`src/rtl/stumps_bist_pkg.sv`:
```
// stumps_bist_pkg: state encoding, LFSR constants and the LFSR step shared by PRPG and MISR
package stumps_bist_pkg;
   typedef enum logic [2:0] {IDLE, INIT, SHIFT, CAPTURE, UNLOAD, COMPARE, DONE} state_t;
   // x^16+x^14+x^13+x^11+1 -> feedback from bits 15,13,12,10
   localparam logic [15:0] LFSR_TAPS = 16'hB400;
   localparam logic [15:0] DEFAULT_SEED = 16'hACE1;
   function automatic logic [15:0] lfsr_step(input logic [15:0] v);
      return {v[14:0], ^(v & LFSR_TAPS)};
   endfunction
endpackage

```
`src/rtl/stumps_misr.sv`:
```
// stumps_misr: multiple-input signature register with clear, enable and parallel input
// Ports: clk, rst (async, active high), clr (sync clear, wins over en),
//        en (compact this cycle), din (parallel response input), sig (register contents)
module stumps_misr
   import stumps_bist_pkg::*;
#(
   parameter int W = 16
) (
   input  logic         clk,
   input  logic         rst,
   input  logic         clr,
   input  logic         en,
   input  logic [W-1:0] din,
   output logic [W-1:0] sig
);
   always_ff @(posedge clk or posedge rst)
      if (rst) sig <= '0;
      else if (clr) sig <= '0;
      else if (en) sig <= lfsr_step(sig) ^ din;
endmodule

```
`src/rtl/stumps_bist_ctrl.sv`:
```
// stumps_bist_ctrl: STUMPS logic-BIST sequencer (PRPG-driven shift/capture, MISR compaction, golden compare)
// Ports: clk, rst (async, active high), start (level, honoured in IDLE/DONE),
//        abort (only when BIST_ABORT_EN is defined), NbarT (1 = shift, 0 = capture/normal),
//        chain_si/chain_so (scan chain inputs/outputs, bit 0 = ir, 1 = ac, 2 = pc),
//        busy (INIT..COMPARE), done (DONE), pass (valid with done), signature (MISR contents)
// Optional feature macro: BIST_ABORT_EN
module stumps_bist_ctrl
   import stumps_bist_pkg::*;
#(
   parameter int                NUM_CHAINS   = 3,
   parameter int                CHAIN_LEN    = 32,
   parameter int                NUM_PATTERNS = 32,
   parameter int                LFSR_W       = 16,
   parameter logic [LFSR_W-1:0] SEED         = DEFAULT_SEED,
   parameter logic [LFSR_W-1:0] GOLDEN_SIG   = '0
) (
   input  logic                  clk,
   input  logic                  rst,
   input  logic                  start,
`ifdef BIST_ABORT_EN
   input  logic                  abort,
`endif
   output logic                  NbarT,
   output logic [NUM_CHAINS-1:0] chain_si,
   input  logic [NUM_CHAINS-1:0] chain_so,
   output logic                  busy,
   output logic                  done,
   output logic                  pass,
   output logic [LFSR_W-1:0]     signature
);
   localparam int SW = $clog2(CHAIN_LEN + 1);
   localparam int PW = $clog2(NUM_PATTERNS + 1);
   state_t state, state_nxt;
   logic [LFSR_W-1:0] prpg;
   logic [SW-1:0] shift_cnt;
   logic [PW-1:0] pat_cnt;
   logic last_shift, kill, misr_en;
   assign busy = state inside {INIT, SHIFT, CAPTURE, UNLOAD, COMPARE};
   assign done = state == DONE;
   assign NbarT = state inside {SHIFT, UNLOAD};
   assign chain_si = state == SHIFT ? prpg[NUM_CHAINS-1:0] : '0;
   assign last_shift = shift_cnt == SW'(CHAIN_LEN - 1);
`ifdef BIST_ABORT_EN
   assign kill = abort & busy;
`else
   assign kill = 1'b0;
`endif
   // the first load shifts in stimulus only; responses exist from pattern 1 onward
   assign misr_en = (state == SHIFT && pat_cnt != '0) || state == UNLOAD;
   always_ff @(posedge clk or posedge rst)
      if (rst) state <= IDLE;
      else state <= state_nxt;
   always_comb begin
      state_nxt = state;
      case (state)
         IDLE:    state_nxt = start ? INIT : IDLE;
         INIT:    state_nxt = SHIFT;
         SHIFT:   state_nxt = last_shift ? CAPTURE : SHIFT;
         CAPTURE: state_nxt = pat_cnt == PW'(NUM_PATTERNS - 1) ? UNLOAD : SHIFT;
         UNLOAD:  state_nxt = last_shift ? COMPARE : UNLOAD;
         COMPARE: state_nxt = DONE;
         DONE:    state_nxt = start ? INIT : DONE;
         default: state_nxt = IDLE;
      endcase
      if (kill) state_nxt = IDLE;
   end
   always_ff @(posedge clk or posedge rst)
      if (rst) begin
         prpg <= SEED;
         shift_cnt <= '0;
         pat_cnt <= '0;
         pass <= 1'b0;
      end else if (kill) begin
         shift_cnt <= '0;
         pat_cnt <= '0;
         pass <= 1'b0;
      end else begin
         if (state == INIT) begin
            prpg <= SEED;
            shift_cnt <= '0;
            pat_cnt <= '0;
            pass <= 1'b0;
         end
         if (state == SHIFT) prpg <= lfsr_step(prpg);
         if (state inside {SHIFT, UNLOAD}) shift_cnt <= last_shift ? '0 : shift_cnt + 1'b1;
         if (state == CAPTURE) pat_cnt <= pat_cnt + 1'b1;
         if (state == COMPARE) pass <= signature == GOLDEN_SIG;
      end
   stumps_misr #(.W(LFSR_W)) u_misr (
      .clk(clk),
      .rst(rst),
      .clr(state == INIT || kill),
      .en(misr_en),
      .din(LFSR_W'(chain_so)),
      .sig(signature)
   );
endmodule

```
`config.mk`:
```
export PLATFORM = sky130hd
export DESIGN_NAME = stumps_bist_ctrl
export DESIGN_NICKNAME = d
export VERILOG_FILES = /design/src/rtl/stumps_bist_pkg.sv /design/src/rtl/stumps_misr.sv /design/src/rtl/stumps_bist_ctrl.sv
export SDC_FILE = /design/constraint.sdc
export NUM_CORES = 1
export LEC_CHECK = 0
export ABC_AREA = 1
export BUFFER_PORTS_ARGS = -buffer_cell sky130_fd_sc_hd__buf_4
export CAP_MARGIN = 0
export CORE_MARGIN = 1.5
export CORE_UTILIZATION = 30
export CTS_BUF_LIST = sky130_fd_sc_hd__clkbuf_16
export DETAILED_ROUTE_END_ITERATION = 8
export GPL_TIMING_DRIVEN = 1
export PLACE_DENSITY = 0.45
export REMOVE_ABC_BUFFERS = 1
export SKIP_LAST_GASP = 1
export SLEW_MARGIN = 20
export SYNTH_ARGS = -nofsm -noshare
export SYNTH_HDL_FRONTEND = slang
export SYNTH_SLANG_ARGS = --single-unit
```
`constraint.sdc`:
```
create_clock -name clk -period 1.5 [get_ports clk]
set_input_delay 0.3 -clock clk [delete_from_list [all_inputs] [get_ports clk]]
set_output_delay 0.3 -clock clk [all_outputs]
set_load 0.05 [all_outputs]
```
# ---- After elaboration in Yosys (flattened, before gate mapping)
# Index checks and enable logic that the tools add are counted.
# Widths: inputs -> output; s select.
dict set report classes {
  add_sub_neg 2
  multipliers 0
  div 0
  order_cmp 0
  n_eq_ne 8
  n_shift 0
  n_mux 17
  bitwise 1
  n_reduce_logical 14
}
# op n
set op_table {}
lappend op_table {{$mux 16} 4}
lappend op_table {{$reduce_xor 16->1} 2}
lappend op_table {{$mux 6} 4}
lappend op_table {{$pmux 3 s7} 1}
lappend op_table {{$logic_not 16->1} 1}
lappend op_table {{$xor 16x3->16} 1}
lappend op_table {{$add 6x1->6 const B} 2}
lappend op_table {{$eq 6x5->1 const B} 2}
lappend op_table {{$reduce_bool 2->1} 6}
lappend op_table {{$eq 3x3->1 const B} 3}
lappend op_table {{$mux 3} 3}
lappend op_table {{$eq 3x2->1 const B} 2}
lappend op_table {{$reduce_bool 6->1} 1}
lappend op_table {{$mux 1} 5}
lappend op_table {{$reduce_bool 5->1} 1}
lappend op_table {{$eq 3x1->1 const B} 1}
lappend op_table {{$logic_not 3->1} 1}
lappend op_table {{$logic_and 1x1->1} 1}
lappend op_table {{$logic_or 1x1->1} 1}
dict set report word_totals {
  register_bits 48
  latch_bits 0
  mem_bits_rw 0
  romBits 0
  input_bits 6
  memories 0
}

# ---- Longest topological paths before layout
dict set report logic_depth {
  word_depth 5
  ltp_mapped 10
  ltp_nobuf 10
}

# ---- Cells and area by module
# Synthesis repeated with hierarchy kept, for this count alone.
dict set report hier_totals {
  hier_cells 290
  hier_area_um2 2426.1
}
# mod n_inst cells_each area_per_inst_um2 seq_area_each_um2
set modules_own_cells {}
lappend modules_own_cells {stumps_bist_ctrl 1 202 1641.6 810.8}
lappend modules_own_cells {stumps_misr 1 88 784.5 400.4}

# ---- Least setup slack after synthesis
# Ideal clock, no wire load.
dict set report synth_path {
  path_type {flip-flop to flip-flop}
  startpoint {register state[1]}
  endpoint {register state[1]}
  setup_ps 75
  arrival_ps 2003
  required_ps 1425
  setup_slack_ps -578
  path_stages_with_launch 5
  path_cell_list {dfrtp_1 > inv_1 > nor3_1 > a21oi_1 > nand3_1}
}
dict set report synth_between {
  elab_chain_cells 2
}
# element line
set synth_lines {}
lappend synth_lines {{from (decl)} stumps_bist_ctrl.sv:33} ;# state_t state, state_nxt;
lappend synth_lines {{from (signal assigned)} stumps_bist_ctrl.sv:52} ;# else state <= state_nxt;
lappend synth_lines {{$eq 3x3->1} -}
lappend synth_lines {{named net done} stumps_bist_ctrl.sv:27} ;# output logic done,
lappend synth_lines {{$pmux 3 s7} stumps_bist_ctrl.sv:55} ;# case (state)
lappend synth_lines {{named net state_nxt[1]} stumps_bist_ctrl.sv:33}
# The timed path passes the listed nets, and every way through them passes these cells.
# A chain may end at the register's enable or synchronous reset.

# ---- Worst setup path after layout
dict set report layout_path {
  startpoint {register state[0]}
  endpoint {output busy}
}
dict set report layout_between {
  elab_chain_cells 2
}
# element line
set layout_lines {}
lappend layout_lines {{$eq 3x1->1 (tied with other cells)} stumps_bist_ctrl.sv:38} ;# assign busy = state inside {INIT, SHIFT, CAPTURE, UNLOAD, COMPARE};
lappend layout_lines {{$reduce_bool 5->1 *} stumps_bist_ctrl.sv:38}
lappend layout_lines {{to (decl)} stumps_bist_ctrl.sv:26} ;# output logic busy,
# Every way passes the cells marked *; elsewhere a longest branch is shown, timed or not.

==> results.json <==
{
  "status": "finished with violations",
  "violations": "negative setup slack",
  "die-area_um2": 8709,
  "synth_edf_count": 0,
  "fin_ws_ns": -0.1855,
  "whs_endpoint": "state[0]",
  "grt_pass1_wl_um": 9956,
  "cts_sinks": 48,
  "ys_warn_count": 0,
  "gp_congestion": 0.7836,
  "required_ns": 1.20,
  "max_freq_ghz": 0.5933,
  "netlist_area_um2": 2447,
  "hold_viol": 0,
  "synthFlopType": "dfrtp_1",
  "worstHoldStart": "start",
  "dr.pass1.iters": 4,
  "grt_max_degree": 26,
  "whs_path_depth": 3,
  "vias": 2138,
  "final_cell_mix": "96 x nand2_1, 45 x buf_4, 40 x inv_1",
  "core_um2": 7807,
  "r2r_slack_ns": 0.02,
  "ir_worst_vdd_mv": 0.8538,
  "cts_max_level": 2,
  "period_minus_slack_ns": 1.685,
  "syn_to_final_growth_pct": 33.74,
  "mostFrequentLayoutCell": "nand2_1",
  "ys_seq_elements": 48,
  "grt_pass1_vias": 2096,
  "avgSynthCellArea_um2": 8.050,
  "async_flop_share": 1.000,
  "synthCells": 304,
  "leakage_nw": 1.737,
  "portBuffers": 28,
  "synth_top_cell_area_share": 0.4090,
  "critPathKind": "reg2out",
  "drv_slew": 0,
  "dr.first_iter.drc_count": 64,
  "cp_max_fo": 3,
  "r2r_start": "state[2]",
  "antenna_cells": 0,
  "die_y_um": 93.32,
  "rows": 32,
  "cts_buffers": 5,
  "dp_hpwl_um": 3957,
  "antenna_found_initial": 0,
  "hold_path.class": "in2reg",
  "end_kind": "output pin",
  "synthTopCellsByArea": "dfrtp_1 41%, nand2_1 15%, dfstp_2 8.6%, inv_1 6.4%, nand4_1 4.6%",
  "fillers": 800,
  "worst_slew_pin_slew_ns": 0.3285,
  "timing.critical_path.from_type": "register",
  "setup_tns_ns": -0.8861,
  "drive_gt1_frac": 0.2700,
  "vias_per_cell": 4.598,
  "p_per_area_nw_per_um2": 2176,
  "cts_buffer_depth": 2,
  "cap_violations": 0,
  "cts_tree": "done",
  "final_nets": 372,
  "drc_errors": 0,
  "clkLatencyLatePin_ns": 0.29,
  "clk_pin_slew_ns": 0.07,
  "fin_area_um2": 3273,
  "ios": 29,
  "setup_viol_count_final": 6,
  "rsz0062_at_grt": "yes",
  "start_util": 0.3135,
  "ctsRootBufferMaster": "clkbuf_16",
  "ys_seq_area_frac": 0.4949,
  "grt_overflow": 0,
  "detail-route-antenna-nets": 0,
  "post-route-period-util": 1.124,
  "reg2reg_depth": 10,
  "post-place-ws_ns": 0.04983,
  "skew_ns": 0.003231,
  "rr_endpoint": "shift_cnt[5]",
  "worstPathArrival_ns": 1.39,
  "die-width_um": 93.32,
  "grt_usage": 0.1450,
  "place_area_um2": 2884,
  "wl_um": 5928,
  "relSlewSlack": 0.7807,
  "wl_per_cell_um": 12.75,
  "ys_types": 29,
  "yosysTopAreaCell": "dfrtp_1",
  "finalCoreUtilization": 0.4192
}
cells in the mapped netlist (3+ instances only):
| master | instances |
|---|---|
| nand2_4 | 4 |
| a22oi_1 | 3 |
| a21oi_1 | 4 |
| o21ai_0 | 10 |
| dfstp_2 | 8 |
| nand4_1 | 18 |
| nand3_1 | 18 |
| nand2_1 | 97 |
| xor2_1 | 4 |
| nor2_1 | 25 |
| dfrtp_1 | 40 |
| inv_2 | 3 |
| ha_1 | 4 |
| inv_1 | 42 |
| o22ai_1 | 6 |
kinds of logic after synthesis:
logic type | Yosys count | share of synthesized area
XOR/XNOR | 5 | 0.01789
AO/OA/AOI/OAI | 25 | 0.05982
adder cells (fa/ha/maj) | 4 | 0.02045
AND/OR/NAND/NOR | 170 | 0.3175
flip-flops | 48 | 0.4949
buffers and inverters | 52 | 0.08947
timing repair:
item,4_1_cts,5_1_grt
hold buffers,1,0
endpoints found under the hold margin,7,0
setup endpoints to repair,6,29
gates resized for setup,30,5
pin swaps,4,1
cloned,0,0
buffers inserted,11,3
registers in the layout (all words and copies together), names as in the netlist:
signal / cells
pass: 1
pat_cnt: 6
prpg: 16
shift_cnt: 6
state: 3
u_misr.sig: 16
power by group:
group	switching (W)	leakage, nW	internal [W]
registers	0.000394	0.610	0.00183
clock network	0.000493	0.0716	0.000616
logic	0.00234	1.06	0.00144
total	0.00323	1.74	0.00389
critical path, stage by stage, from the launching register on:
cell	delay [ns]
dfrtp_2	0.46
inv_4	0.10
nor2_4	0.05
nand2_4	0.06
inv_1	0.06
nor2_4	0.11
nand3b_1	0.10
buf_6	0.17
area by class of cell:
type	count	area, um^2	share of cell area
timing repair buffer	57	501.7	0.1533
clock inverter	3	17.52	0.005352
clock buffer	5	125.1	0.03823
tap	102	127.6	0.03899
sequential	48	1215	0.3712
inverter	46	185.2	0.05658
multi-input combinational	204	1101	0.3364
stage by stage:
| stage | hold slack [ns] | power, W | instances |
|---|---|---|---|
| global placement | 0.2933 | 0.005533 | 442 |
| CTS | 0.2398 | 0.007058 | 462 |
| detailed placement | 0.2908 | 0.005554 | 442 |
| floorplan | 0.4096 | 0.004412 | 298 |
| finish | 0.2408 | 0.007122 | 465 |
| global route | 0.2637 | 0.007648 | 465 |
worst max path at each step:
stage	endpoint	slack, ns	startpoint
floorplan	state[1]	-0.58	state[1]
finish	busy	-0.19	state[0]
global placement	chain_si[2]	0.07	state[2]
CTS	busy	-0.16	state[0]
detailed placement	chain_si[2]	0.05	state[2]
global route	busy	-0.21	state[0]
routing by layer:
metal	vias to the layer above	track usage	share of wire
met5	-	0	0
met4	0	0.04293	0.017
met3	8	0.03089	0.032
met2	36	0.2355	0.48
met1	1015	0.1932	0.48
li1	1079	-	-
No activity file was read; power rests on OpenSTA's default activity.
